**config.mk**
```make
export PLATFORM = sky130hd
export DESIGN_NAME = seg7_reader_flat
export DESIGN_NICKNAME = d
export VERILOG_FILES = /design/src/rtl/seg7_reader_if.sv /design/src/rtl/seg7_reader.sv /design/src/flat_wrapper.sv
export SDC_FILE = /design/constraint.sdc
export NUM_CORES = 1
export LEC_CHECK = 0
export CAP_MARGIN = 20
export CORE_MARGIN = 2
export CORE_UTILIZATION = 51
export DETAILED_ROUTE_END_ITERATION = 7
export HOLD_SLACK_MARGIN = 0.15
export PLACE_DENSITY = 0.88
export SKIP_CTS_REPAIR_TIMING = 1
export SYNTH_ARGS = -nofsm -noshare
export SYNTH_HDL_FRONTEND = slang
export SYNTH_SLANG_ARGS = --single-unit
```
**constraint.sdc**
```tcl
create_clock -name clk -period 3.4 [get_ports clk]
set_clock_uncertainty 0.1 [all_clocks]
set_input_delay 0.51 -clock clk [delete_from_list [all_inputs] [get_ports clk]]
set_output_delay 0.51 -clock clk [all_outputs]
set_load 0.005 [all_outputs]
```
**src/rtl/seg7_reader_if.sv**
```systemverilog
// Bundles the seven-segment bus being monitored and the recovered digit outputs.
// No storage: wiring only, so it adds no latency.
// No backpressure: the bus is observed passively and results are one-cycle pulses.
interface seg7_reader_if #(
  parameter int NUM_DIGITS = 4
);
  localparam int IDX_W = (NUM_DIGITS > 1) ? $clog2(NUM_DIGITS) : 1;

  logic [7:0]              seg_in;
  logic [NUM_DIGITS-1:0]   dig_sel;
  logic                    clr;
  logic [4*NUM_DIGITS-1:0] value;
  logic [NUM_DIGITS-1:0]   digit_valid;
  logic                    upd;
  logic                    err;
  logic [IDX_W-1:0]        idx;

  // The display side drives the bus and reads back the recovered digits.
  modport master (
    output seg_in, dig_sel, clr,
    input  value, digit_valid, upd, err, idx
  );

  // The reader watches the bus and reports what it decoded.
  modport slave (
    input  seg_in, dig_sel, clr,
    output value, digit_valid, upd, err, idx
  );
endinterface

```
**src/rtl/seg7_reader.sv**
```systemverilog
// Recovers hex nibbles from a multiplexed one-hot seven-segment bus once each pattern is stable.
// Latency: a pattern first sampled at edge E1 is reported on the edge E(STABLE_CYCLES+1).
// No backpressure: inputs are sampled every edge; upd/err are single-cycle pulses.
module seg7_reader #(
  parameter int NUM_DIGITS    = 4,
  parameter int STABLE_CYCLES = 4
) (
  input  logic          clk,
  input  logic          rst,
  seg7_reader_if.slave  bus
);
  localparam int IDX_W = (NUM_DIGITS > 1) ? $clog2(NUM_DIGITS) : 1;
  localparam int CNT_W = $clog2(STABLE_CYCLES + 1);
  localparam logic [CNT_W-1:0] CNT_MAX = CNT_W'(STABLE_CYCLES);
  localparam logic [CNT_W-1:0] CNT_ONE = CNT_W'(1);

  typedef enum logic [1:0] {
    IDLE  = 2'd0,
    TRACK = 2'd1,
    HOLD  = 2'd2
  } state_t;

  state_t                  state_q, state_d;
  logic [NUM_DIGITS-1:0]   sel_q, sel_d;
  logic [6:0]              seg_q, seg_d;
  logic [CNT_W-1:0]        cnt_q, cnt_d;
  logic [4*NUM_DIGITS-1:0] value_q, value_d;
  logic [NUM_DIGITS-1:0]   valid_q, valid_d;
  logic                    upd_q, upd_d;
  logic                    err_q, err_d;
  logic [IDX_W-1:0]        idx_q, idx_d;

  logic                    sample_chg;
  logic                    new_onehot;
  logic                    capture;
  logic [4:0]              dec;

  // Inverse of the display glyph table; bit 4 flags a legal glyph, dp is never seen here.
  function automatic logic [4:0] decode(input logic [6:0] s);
    logic [4:0] r;
    r = 5'h00;
    case (s)
      7'h7E: r = {1'b1, 4'h0};
      7'h30: r = {1'b1, 4'h1};
      7'h6D: r = {1'b1, 4'h2};
      7'h79: r = {1'b1, 4'h3};
      7'h33: r = {1'b1, 4'h4};
      7'h5B: r = {1'b1, 4'h5};
      7'h5F: r = {1'b1, 4'h6};
      7'h70: r = {1'b1, 4'h7};
      7'h7F: r = {1'b1, 4'h8};
      7'h7B: r = {1'b1, 4'h9};
      7'h77: r = {1'b1, 4'hA};
      7'h1F: r = {1'b1, 4'hB};
      7'h4E: r = {1'b1, 4'hC};
      7'h3D: r = {1'b1, 4'hD};
      7'h4F: r = {1'b1, 4'hE};
      7'h47: r = {1'b1, 4'hF};
      default: r = 5'h00;
    endcase
    return r;
  endfunction

  // Binary index of a one-hot select (only meaningful when exactly one bit is set).
  function automatic logic [IDX_W-1:0] sel_to_idx(input logic [NUM_DIGITS-1:0] s);
    logic [IDX_W-1:0] r;
    r = '0;
    for (int i = 0; i < NUM_DIGITS; i++) begin
      if (s[i]) r = IDX_W'(i);
    end
    return r;
  endfunction

  // Sample tracking: compare the incoming sample against the held one and advance the FSM.
  always_comb begin
    state_d    = state_q;
    cnt_d      = cnt_q;
    sel_d      = bus.dig_sel;
    seg_d      = bus.seg_in[6:0];
    sample_chg = (bus.dig_sel != sel_q) || (bus.seg_in[6:0] != seg_q);
    new_onehot = $onehot(bus.dig_sel);
    // The held sample has now been seen STABLE_CYCLES times in a row; report it on this edge
    // even if the incoming sample differs, since the stability requirement is already met.
    capture    = (state_q == TRACK) && (cnt_q == CNT_MAX);

    if (!new_onehot) begin
      state_d = IDLE;
      cnt_d   = '0;
    end else if ((state_q == IDLE) || sample_chg) begin
      state_d = TRACK;
      cnt_d   = CNT_ONE;
    end else begin
      if (cnt_q != CNT_MAX) cnt_d = cnt_q + CNT_ONE;
      if (capture) state_d = HOLD;
    end
  end

  // Capture path: decode the held pattern and update the digit store and pulses.
  always_comb begin
    value_d = value_q;
    valid_d = bus.clr ? '0 : valid_q;
    upd_d   = 1'b0;
    err_d   = 1'b0;
    idx_d   = idx_q;
    dec     = decode(seg_q);

    if (capture) begin
      idx_d = sel_to_idx(sel_q);
      if (dec[4]) begin
        upd_d = 1'b1;
        for (int i = 0; i < NUM_DIGITS; i++) begin
          if (sel_q[i]) begin
            value_d[4*i +: 4] = dec[3:0];
            valid_d[i]        = 1'b1;
          end
        end
      end else begin
        err_d = 1'b1;
      end
    end
  end

  // State and output registers with synchronous reset.
  always_ff @(posedge clk) begin
    if (rst) begin
      state_q <= IDLE;
      sel_q   <= '0;
      seg_q   <= '0;
      cnt_q   <= '0;
      value_q <= '0;
      valid_q <= '0;
      upd_q   <= 1'b0;
      err_q   <= 1'b0;
      idx_q   <= '0;
    end else begin
      state_q <= state_d;
      sel_q   <= sel_d;
      seg_q   <= seg_d;
      cnt_q   <= cnt_d;
      value_q <= value_d;
      valid_q <= valid_d;
      upd_q   <= upd_d;
      err_q   <= err_d;
      idx_q   <= idx_d;
    end
  end

  assign bus.value       = value_q;
  assign bus.digit_valid = valid_q;
  assign bus.upd         = upd_q;
  assign bus.err         = err_q;
  assign bus.idx         = idx_q;
endmodule

```
**src/flat_wrapper.sv**
```systemverilog
// flat-port wrapper written by rule: the top's interface ports become plain ports
module seg7_reader_flat 
#(
  parameter int NUM_DIGITS    = 4,
  parameter int STABLE_CYCLES = 4
)
  (clk, rst, bus_seg_in, bus_dig_sel, bus_clr, bus_value, bus_digit_valid, bus_upd, bus_err, bus_idx);
  seg7_reader_if #(.NUM_DIGITS(NUM_DIGITS)) bus_i ();
  input  logic clk;
  input  logic rst;
  input wire logic [$bits(bus_i.seg_in)-1:0] bus_seg_in;
  input wire logic [$bits(bus_i.dig_sel)-1:0] bus_dig_sel;
  input wire logic [$bits(bus_i.clr)-1:0] bus_clr;
  output wire logic [$bits(bus_i.value)-1:0] bus_value;
  output wire logic [$bits(bus_i.digit_valid)-1:0] bus_digit_valid;
  output wire logic [$bits(bus_i.upd)-1:0] bus_upd;
  output wire logic [$bits(bus_i.err)-1:0] bus_err;
  output wire logic [$bits(bus_i.idx)-1:0] bus_idx;
  assign bus_i.seg_in = bus_seg_in;
  assign bus_i.dig_sel = bus_dig_sel;
  assign bus_i.clr = bus_clr;
  assign bus_value = bus_i.value;
  assign bus_digit_valid = bus_i.digit_valid;
  assign bus_upd = bus_i.upd;
  assign bus_err = bus_i.err;
  assign bus_idx = bus_i.idx;
  seg7_reader #(.NUM_DIGITS(NUM_DIGITS), .STABLE_CYCLES(STABLE_CYCLES)) u_core (.clk(clk), .rst(rst), .bus(bus_i));
endmodule
```
* Yosys cells after proc, flatten, opt, wreduce, memory -nomap -nowiden
Cells that the tools add are included.
** Storage, ports and cells
- Flip-flop bits (word level) :: 40
- Input bits :: 15
- Output and inout port bits :: 24
- Word-level logic and storage cells :: 72
** Cells by class
- Add/sub/neg operators :: 4
- Eq/ne operators :: 22
- Muxes and demuxes :: 17
- Bitwise logic cells :: 2
- Reduce and logical (&&, ||, !) cells :: 13
** Operators by type and width (number)
- == test 7 bit, second input constant :: 12
- case mux 5 bit (16 select lines) :: 1
- == test 7 x 6 -> 1 bit, second input constant :: 3
- 2-to-1 mux 4 bit :: 3
- AND reduction 3 bit :: 4
- 2-to-1 mux 1 bit :: 11
- == test 7 x 5 -> 1 bit, second input constant :: 1
- inequality test 7 bit :: 1
- adder 1 x 1 -> 2 bit :: 2
- 2-to-1 mux 2 bit :: 2
- inequality test 4 bit :: 1
- nonzero test 2 bit :: 2
- OR reduction 2 bit :: 2
- adder 3 x 1 -> 3 bit, second input constant :: 1
- adder 3 bit :: 1
- == test 3 x 1 -> 1 bit, second input constant :: 1
- == test 3 bit, second input constant :: 1
- inequality test 3 bit, second input constant :: 1
- OR reduction 3 bit :: 1
- == test 2 x 1 -> 1 bit, second input constant :: 1
- logical NOT 2 bit :: 1
- logical OR 1 bit :: 2
- inverter 1 bit :: 2
- logical AND 1 bit :: 1

* Logic depth before layout (Yosys ltp)
Gate-level depths: netlist (run 1).
- Depth in word-level cells :: 5
- Depth in mapped cells :: 8
- Mapped depth without buffers :: 7

* Worst setup path after synthesis (run 1)
Ideal clock, no wire load.
- Kind :: input to register
- Start :: input port bus_dig_sel[0]
- End :: register u_core.cnt_q[2]
- Library setup time :: 78 ps
- Arrival :: 2668 ps
- Data required time :: 3222 ps
- Path slack :: 554 ps
- Stages on the path :: 6
- Path buffers :: 0
- Cells stage by stage :: ha_1 ha_1 fa_1 or4b_2 or4_1 nor3_1
** Between the ends
- Word-level cells in the longest chain between the ends :: 5
- Elaborated cells on any way between the ends :: 8
- Those cells by class :: add/sub (2); eq/ne (2); bitwise (1); reduce/logical (3)
** Ends and longest elaborated chain
- start: declaration :: RTL line flat_wrapper.sv:12 : input wire logic [$bits(bus_i.dig_sel)-1:0] bus_dig_sel;
- adder 1 x 1 -> 2 bit (not written as such) :: RTL line seg7_reader.sv:81 : new_onehot = $onehot(bus.dig_sel);
- adder 3 bit (not written as such) :: RTL line seg7_reader.sv:81
- == test 3 x 1 -> 1 bit :: RTL line seg7_reader.sv:81
- inverter 1 bit (no source line)
- OR reduction 3 bit (no source line) (*)
- end signal: assignment :: RTL line seg7_reader.sv:139 : cnt_q <= cnt_d;
- end: declaration :: RTL line seg7_reader.sv:26 : logic [CNT_W-1:0] cnt_q, cnt_d;
Every way passes the cells marked *; elsewhere a longest branch is shown, timed or not.
A chain may end at the register's enable or synchronous reset.

* Final worst setup path (run 1)
Ends and elaborated chain as after synthesis.

==> summary.txt, run 1 <==
pwr/cell area -> 391.0 nW/um^2
H-tree level count -> 2
WS Path Type -> input pin to register
1st-iter DRT viols -> 105
Syn Inst Count -> 228
Cells after DPL -> 308
row cnt -> 23
area leader, netlist -> dfxtp_1
Post-DP HPWL -> 3185 um
Slew @ Worst Pin -> 0.9107 ns
Fin Hold WS -> 0.3848 ns
CTS tree -> built
total number of vias -> 1824
Worst Setup End Kind -> register
number of global-route vias before repair -> 1673
Cell Count, Final, Fillers Out -> 316
crit-path cells -> clkdlybuf4s50_1 > ha_1 > ha_1 > fa_1 > or4b_2 > or4_1 > nor3_1
RSZ-0062 raised after global routing -> no
share of layout cells above drive strength 1 -> 7.895%
Crit path largest cell delay -> 0.67 ns
core box area -> 3943 um^2
Startpoint Class -> input pin
worst slack, placed -> -0.01703 ns
global-route wire length before repair -> 7748 um
total negative setup slack -> 0 ns
Syn-to-layout area delta -> 26.10%
clk buf depth -> 2
CTS buffer count -> 5
status -> finished clean
largest net degree at the start of global routing -> 42
Die X -> 67.43 um
Post-Syn Area -> 2052 um^2
register area share after synthesis -> 39.02%
Slowest-stage cell, CP -> or4b_2
Slew headroom -> 38.51%
IO Count -> 39
CP dominant cell by count -> ha_1
Inserted Diodes -> 0
Leak Pwr -> 0.9377 nW
maximum VDD drop -> 0.3557 mV
endpoints failing setup -> 0
DR vias/cell -> 5.772
Synthesized Nets -> 249
area fraction of the dominant cell type after synthesis -> 39.02%
buffers added on ports -> 37
die height -> 67.43 um
Ys Warns -> 0
min Tclk post-route -> 3.116 ns
Post-synth ARST share -> 0%
Hold Vio Cnt, Final -> 0
prevailing post-synth register cell -> dfxtp_1
drt total wl -> 4683 um
ANT nets after route -> 0
Initial Util -> 52.05%
fmax -> 321.0 MHz
largest cells by area after synthesis -> dfxtp_1, nor2b_1, xnor2_1
filler instances -> 310
Avg Cell Area, Syn -> 9.000 um^2
drt drc -> 0
crit path DAT -> 3.23 ns
Final period util -> 91.64%
number of synthesized flops with an enable pin -> 0
initial antenna violation count -> 0
Num Clock Sinks -> 40
max cap viols -> 0
All-Layer GR Usage -> 22.53%
register clock-pin slew on the reported worst setup and hold paths -> 0.08 ns
die area -> 4547 um^2
Yosys reg bits -> 40
clk_lat worst skew -> 0.29 ns
fin worst setup slack -> 0.2843 ns
global route overflow -> 0
nets@finish -> 286
GPL Wtd Cong -> 0.7535
library cells used by synthesis -> 46
Hold WC Path Type -> register to register
critical path required time -> 3.52 ns
DRT Pass-1 Iters -> 4
per-cell routed wire length -> 14.82 um
Max FO, Critical Path -> 3
clock root buffer -> clkbuf_8
Pins Over Slew Limit -> 0
==> kinds of logic after synthesis <==
kind of cell,Yosys count,share of synthesized area (%)
adder cells (fa/ha/maj),6,4.024
AND/OR/NAND/NOR,108,31.10
buffers and inverters,18,4.024
flip-flops,40,39.02
AO/OA/AOI/OAI,44,16.71
XOR/XNOR,12,5.122
==> power breakdown <==
part	leakage [nW]	total, mW	switching, mW	internal, mW
sequential	0.326	0.504	0.0237	0.480
clock	0.0614	0.415	0.175	0.240
combinational	0.551	0.0924	0.0410	0.0514
==> layout make-up <==
class / instances / area (um^2) / area share [%]
multi-input cells: 170 / 1169 / 45.16
flip-flops and latches: 40 / 800.8 / 30.95
repair buffers: 43 / 415.4 / 16.05
clock buffers: 6 / 82.58 / 3.191
well taps: 50 / 62.56 / 2.418
clock inverters: 2 / 38.79 / 1.499
inverters: 5 / 18.77 / 0.7253
==> critical path: cells and delay by family <==
kind / cells / cell delay, ns
fa+ha+maj: 3 / 0.94
buf+inv: 1 / 0.43
simple gates: 3 / 1.34
==> Yosys cell counts (4+ instances only) <==
| master | count |
|---|---|
| a221o_1 | 8 |
| buf_2 | 6 |
| nand2_1 | 16 |
| nor2_1 | 11 |
| nor2b_1 | 26 |
| o21ai_0 | 6 |
| dfxtp_1 | 40 |
| nand4_1 | 4 |
| clkbuf_1 | 4 |
| inv_1 | 5 |
| nor3_1 | 10 |
| a21oi_1 | 5 |
| xnor2_1 | 12 |
| and2_1 | 10 |
| ha_1 | 5 |
| o31ai_1 | 6 |
| nand3_1 | 9 |
==> state kept, by name (all words and copies together), names as in the netlist <==
register	count
u_core.bus.value	16
u_core.seg_q	7
u_core.state_q	2
u_core.sel_q	4
u_core.bus.upd	1
u_core.cnt_q	3
u_core.bus.err	1
u_core.bus.idx	2
u_core.bus.digit_valid	4
==> layer usage <==
metal | share of wire [%] | routed length, um | up-vias | GRT usage [%]
li1 | - | - | 904 | -
met1 | 44 | 2082 | 862 | 28.60
met2 | 50 | 2358 | 54 | 36.76
met3 | 4.2 | 199 | 4 | 6.000
met4 | 0.90 | 42 | 0 | 8.163
met5 | 0 | 0 | - | 0
==> through the flow <==
step / instance area (um^2) / power [mW] / util [%]
2_1_floorplan: 2052 / 0.5636 / -
3_3_place_gp: 2466 / 0.6011 / 62.55
3_5_place_dp: 2466 / 0.6055 / 62.55
4_1_cts: 2587 / 1.012 / 65.63
5_1_grt: 2587 / 1.049 / 65.63
6_report: 2587 / 1.012 / 65.63
==> final timing paths <==
kind,slack (ns),from,cells after the start,endpoint
hold / removal,0.38,u_core.bus.digit_valid[3]$_SDFF_PP0_,1,u_core.bus.digit_valid[3]$_SDFF_PP0_
hold reg to reg,0.38,u_core.bus.digit_valid[3]$_SDFF_PP0_,1,u_core.bus.digit_valid[3]$_SDFF_PP0_
setup reg to reg,0.88,u_core.seg_q[6]$_SDFF_PP0_,5,u_core.bus.value[13]$_SDFFE_PP0P_
setup / recovery,0.28,bus_dig_sel[0],7,u_core.cnt_q[2]$_SDFFE_PP0P_
==> cell usage in the layout, fill, tap and decap left out, drive strengths merged, types with 2 or more instances in the layout <==
| master | Yosys | routed |
|---|---|---|
| a21oi | 5 | 5 |
| nor2 | 11 | 11 |
| or3b | 2 | 2 |
| a22o | 3 | 3 |
| or4 | 2 | 2 |
| dfxtp | 40 | 40 |
| a221o | 8 | 8 |
| o21ai | 6 | 6 |
| or4b | 3 | 3 |
| a22oi | 3 | 3 |
| and3 | 2 | 2 |
| nand4 | 4 | 4 |
| nand4b | 3 | 3 |
| o31ai | 6 | 6 |
| and2 | 10 | 10 |
| nor3 | 10 | 10 |
| nand3b | 3 | 3 |
| a31oi | 3 | 3 |
| clkdlybuf4s50 | 0 | 37 |
| clkbuf | 4 | 6 |
| inv | 5 | 5 |
| xnor2 | 12 | 12 |
| nand2 | 16 | 16 |
| nand3 | 9 | 9 |
| buf | 9 | 6 |
| a211oi | 3 | 3 |
| nor2b | 26 | 26 |
| ha | 5 | 5 |
No activity file was read; power rests on OpenSTA's default activity.
==> run 2: changes to the inputs <==
- CAP_MARGIN: 20 -> 40
==> summary.txt, run 2 (synthesis results as in run 1) <==
CTS tree -> built
per-cell routed wire length -> 14.84 um (+0.13%)
GPL Wtd Cong -> 0.7535 (unchanged)
die area -> 4547 um^2 (unchanged)
hold path start -> u_core.bus.digit_valid[3]$_SDFF_PP0_
DR vias/cell -> 5.760 (-0.21%)
register clock-pin slew on the reported worst setup and hold paths -> 0.09 ns (about the same)
Initial Util -> 52.05% (unchanged)
hold depth -> 1 (unchanged)
Worst Setup SP -> bus_dig_sel[0]
Slew headroom -> 50.02% (+12 points)
WS Path Type -> input pin to register
Core Util, Final -> 65.76% (+0.13 points)
Startpoint Class -> input pin
fmax -> 321.0 MHz (about the same)
power share of the combinational group -> 9.1% (about the same)
initial antenna violation count -> 0 (unchanged)
clock root buffer -> clkbuf_8
clk buf depth -> 2 (unchanged)
drt drc -> 0 (unchanged)
Num Clock Sinks -> 40 (unchanged)
status -> finished clean
switching share of power -> 23.93% (+0.24 points)
Int Power -> 772.1 uW (about the same)
nets@finish -> 287 (+0.35%)
CTS buffer count -> 5 (unchanged)
Hold Vio Cnt, Final -> 0 (unchanged)
CP dominant cell by count -> ha_1
clk_lat worst skew -> 0.29 ns (about the same)
reg-to-reg startpoint -> u_core.seg_q[6]$_SDFF_PP0_
Die X -> 67.43 um (unchanged)
DRT Pass-1 Iters -> 5 (+1)
row cnt -> 23 (unchanged)
crit-path cells -> clkdlybuf4s50_1 > ha_1 > ha_1 > fa_1 > or4b_2 > or4_1 > nor3_1
Fin Hold WS -> 0.3890 ns (+0.004225 ns)
1st-iter DRT viols -> 104 (-0.95%)
drt total wl -> 4704 um (+0.45%)
Hold WC Path Type -> register to register
global route overflow -> 0 (unchanged)
crit path DAT -> 3.23 ns (about the same)
number of global-route vias before repair -> 1673 (unchanged)
Max FO, Critical Path -> 3 (unchanged)
max cap viols -> 0 (unchanged)
Slowest-stage cell, CP -> or4b_2
total number of vias -> 1826 (+0.11%)
maximum VDD drop -> 0.3555 mV (about the same)
buffers added on ports -> 37 (unchanged)
IO Count -> 39 (unchanged)
total negative setup slack -> 0 ns (unchanged)
commonest non-fill, non-tap cell in the layout -> dfxtp_1
Slew @ Worst Pin -> 0.7496 ns (-0.1611 ns)
Leak Pwr -> 0.9424 nW (+0.49%)
Inserted Diodes -> 0 (unchanged)
H-tree level count -> 2 (unchanged)
die height -> 67.43 um (unchanged)
pwr/cell area -> 391.5 nW/um^2 (+0.14%)
Clock power frac -> 41.2% (+0.2 points)
core box area -> 3943 um^2 (unchanged)
Seq pwr share -> 49.6% (-0.2 points)
Post-DP HPWL -> 3185 um (unchanged)
critical path required time -> 3.52 ns (about the same)
commonest cells after routing, fill and taps aside -> dfxtp_1, clkdlybuf4s50_1, nor2b_1
largest net degree at the start of global routing -> 42 (unchanged)
min Tclk post-route -> 3.115 ns (-0.0004260 ns)
endpoints failing setup -> 0 (unchanged)
Reg2Reg Depth -> 5 (unchanged)
Syn-to-layout area delta -> 26.34%
ANT nets after route -> 0 (unchanged)
number of flip-flops under the largest register name -> 16 (unchanged)
Worst Setup End Kind -> register
Crit path largest cell delay -> 0.67 ns (about the same)
RSZ-0062 raised after global routing -> no
Final period util -> 91.62% (about the same)
share of layout cells above drive strength 1 -> 8.240% (+0.34 points)
All-Layer GR Usage -> 22.53% (unchanged)
P_sw -> 242.9 uW (+1.3%)
global-route wire length before repair -> 7748 um (unchanged)
Pins Over Slew Limit -> 0 (unchanged)
run 2: changes by cell type in the layout (fill, tap and decap cells not counted), sizes merged:
cell,before,now
clkbuf,6,7
run 2: path summary, 6_finish.rpt:
path | to | slack, ns
max reg2reg | u_core.bus.value[13]$_SDFFE_PP0P_ | 0.89
max | u_core.cnt_q[2]$_SDFFE_PP0P_ | 0.28
min | u_core.bus.digit_valid[3]$_SDFF_PP0_ | 0.39
min reg2reg | u_core.bus.digit_valid[3]$_SDFF_PP0_ | 0.39
run 2: routing by layer:
metal	global-route usage, %	share of wire (%)	wire [um]
met1	28.60	44	2080
met5	0	0	0
met4	8.163	0.89	42
met2	36.76	50	2368
met3	6.000	4.5	212
run 2: final cells by class:
| class | instances | area, um^2 |
|---|---|---|
| Fill cell | 311 | 1350 |
| Multi-Input combinational cell | 170 | 1169 |
| Sequential cell | 40 | 800.8 |
| Timing Repair Buffer | 44 | 420.4 |
| Clock buffer | 6 | 82.58 |
| Tap cell | 50 | 62.56 |
| Clock inverter | 2 | 38.79 |
| Inverter | 5 | 18.77 |
run 2: power by group through the flow:
stage                     Clock (mW)  Combinational (mW)  Sequential, mW
after global routing           0.440               0.102           0.507
after floorplan                    0              0.0634           0.500
after CTS                      0.416              0.0932           0.503
after detailed placement           0              0.0917           0.514
after global placement             0              0.0884           0.513
final                          0.418              0.0926           0.504
run 2: through the flow:
stage                     total power [mW]  setup slack [ns]  area [um^2]  cells
final                                1.015            0.2848         2592    317
after floorplan                     0.5636            0.5544         2052    228
after detailed placement            0.6055          -0.01703         2466    308
after CTS                            1.012            0.2773         2587    316
after global routing                 1.049            0.1363         2592    317
after global placement              0.6011           0.04506         2466    308
run 2: critical path: cells and delay by family:
family                   cells  cell delay [ns]
adder cells (fa/ha/maj)      3             0.94
buffers and inverters        1             0.43
AND/OR/NAND/NOR              3             1.34
==> run 3: changes to the inputs <==
- CORE_MARGIN: 2 -> 5
- REMOVE_ABC_BUFFERS: default -> 1
==> summary.txt, run 3 (synthesis results as in run 1) <==
max cap viols -> 0 (unchanged)
Num Clock Sinks -> 40 (unchanged)
switching share of power -> 23.40% (-0.53 points)
Final period util -> 92.53% (+0.90 points)
crit path DAT -> 3.26 ns (+0.03 ns)
placed inst area -> 2466 um^2 (unchanged)
clk buf depth -> 2 (unchanged)
largest net degree at the start of global routing -> 42 (unchanged)
Die X -> 73.43 um (+8.9%)
CTS buffer count -> 5 (unchanged)
register clock-pin slew on the reported worst setup and hold paths -> 0.07 ns (-0.02 ns)
All-Layer GR Usage -> 18.32% (-4.2 points)
initial antenna violation count -> 0 (unchanged)
buffers added on ports -> 37 (unchanged)
crit-path cells -> clkdlybuf4s50_1 > ha_1 > ha_1 > fa_1 > or4b_2 > or4_1 > nor3_1
GPL Wtd Cong -> 0.8515 (+13%)
status -> finished clean
drt total wl -> 4680 um (-0.51%)
number of flip-flops under the largest register name -> 16 (unchanged)
fmax -> 317.9 MHz (-0.98%)
total number of vias -> 1802 (-1.3%)
pwr/cell area -> 362.4 nW/um^2 (-7.4%)
Initial Util -> 52.05% (unchanged)
Crit path largest cell delay -> 0.65 ns (-0.02 ns)
1st-iter DRT viols -> 137 (+32%)
endpoints failing setup -> 0 (unchanged)
die area -> 5392 um^2 (+19%)
Hold WC Path Type -> register to register
share of layout cells above drive strength 1 -> 7.547% (-0.69 points)
Slew @ Worst Pin -> 0.5011 ns (-0.2486 ns)
per-cell routed wire length -> 14.86 um (+0.12%)
FF+latch area -> 800.8 um^2 (unchanged)
WS Path Type -> input pin to register
nets@finish -> 286 (-0.35%)
min Tclk post-route -> 3.146 ns (+0.03074 ns)
Slowest-stage cell, CP -> or4b_2
die height -> 73.43 um (+8.9%)
P_sw -> 217.3 uW (-11%)
row cnt -> 23 (unchanged)
Startpoint Class -> input pin
critical path required time -> 3.52 ns (about the same)
fin area -> 2562 um^2 (-1.2%)
maximum VDD drop -> 0.2682 mV (-25%)
DRT Pass-1 Iters -> 4 (-1)
Core Util, Final -> 65.00% (-0.76 points)
commonest cells after routing, fill and taps aside -> dfxtp_1, clkdlybuf4s50_1, nor2b_1
Clock power frac -> 35.9% (-5.3 points)
global-route wire length before repair -> 7714 um (-0.44%)
H-tree level count -> 2 (unchanged)
global route overflow -> 0 (unchanged)
Design Power -> 928.6 uW (-8.5%)
ANT nets after route -> 0 (unchanged)
CTS tree -> built
core box area -> 3943 um^2 (unchanged)
drt drc -> 0 (unchanged)
Max FO, Critical Path -> 3 (unchanged)
Pins Over Slew Limit -> 0 (unchanged)
area of the multi-input gates -> 1169 um^2 (unchanged)
clk_lat worst skew -> 0.29 ns (about the same)
DR vias/cell -> 5.721 (-0.69%)
Inserted Diodes -> 0 (unchanged)
Post-DP HPWL -> 3435 um (+7.8%)
IO Count -> 39 (unchanged)
number of global-route vias before repair -> 1716 (+2.6%)
RSZ-0062 raised after global routing -> no
commonest non-fill, non-tap cell in the layout -> dfxtp_1
clock root buffer -> clkbuf_8
Int Power -> 711.3 uW (-7.9%)
CP dominant cell by count -> ha_1
filler instances -> 331 (+6.4%)
Leak Pwr -> 0.9261 nW (-1.7%)
Slew headroom -> 66.55% (+17 points)
Hold Vio Cnt, Final -> 0 (unchanged)
Worst Setup End Kind -> register
Seq pwr share -> 54.3% (+4.7 points)
Syn-to-layout area delta -> 24.88%
power share of the combinational group -> 9.8% (+0.7 points)
==> run 3: layout make-up <==
| cell class | instances | area share, % |
|---|---|---|
| clock buffers | 7 | 3.760 |
| inverters | 5 | 0.7324 |
| multi-input cells | 170 | 45.61 |
| flip-flops and latches | 40 | 31.25 |
| well taps | 50 | 2.441 |
| repair buffers | 43 | 16.21 |
==> run 3: worst max-delay path: cells and delay by family <==
family                     cells  cell delay, ns
and+or+nand+nor                3            1.32
adders and majority gates      3            0.97
buffers and inverters          1            0.45
==> run 3: metal layers <==
layer	wire [um]	GRT usage, %
met4	73	5.835
met3	276	3.420
met2	2286	31.38
met5	0	0
met1	2043	23.20
==> run 3: power by group through the flow <==
stage | Combinational, mW | Clock (mW) | Sequential, mW
2_1_floorplan | 0.0464 | 0 | 0.508
3_3_place_gp | 0.0867 | 0 | 0.513
3_5_place_dp | 0.0905 | 0 | 0.514
4_1_cts | 0.0917 | 0.337 | 0.503
5_1_grt | 0.101 | 0.357 | 0.506
6_report | 0.0912 | 0.333 | 0.504
==> run 3: stage by stage <==
step | std cells | TNS [ns] | hold slack, ns | setup slack (ns)
after floorplan | 215 | 0 | 0.3652 | 0.5544
after CTS | 315 | 0 | 0.3800 | 0.2494
after global placement | 308 | 0 | 0.3586 | 0.01248
after global routing | 315 | 0 | 0.4234 | 0.1391
final | 315 | 0 | 0.3825 | 0.2540
after detailed placement | 308 | -0.06242 | 0.3643 | -0.06021
==> run 3: final timing paths <==
path	start	endpoint	slack [ns]	cells past startpoint
worst min register to register	u_core.bus.digit_valid[0]$_SDFF_PP0_	u_core.bus.digit_valid[0]$_SDFF_PP0_	0.38	1
worst max register to register	u_core.seg_q[5]$_SDFF_PP0_	u_core.bus.value[14]$_SDFFE_PP0P_	0.89	6
worst min-delay path	u_core.bus.digit_valid[0]$_SDFF_PP0_	u_core.bus.digit_valid[0]$_SDFF_PP0_	0.38	1
worst max-delay path	bus_dig_sel[0]	u_core.cnt_q[2]$_SDFFE_PP0P_	0.25	7
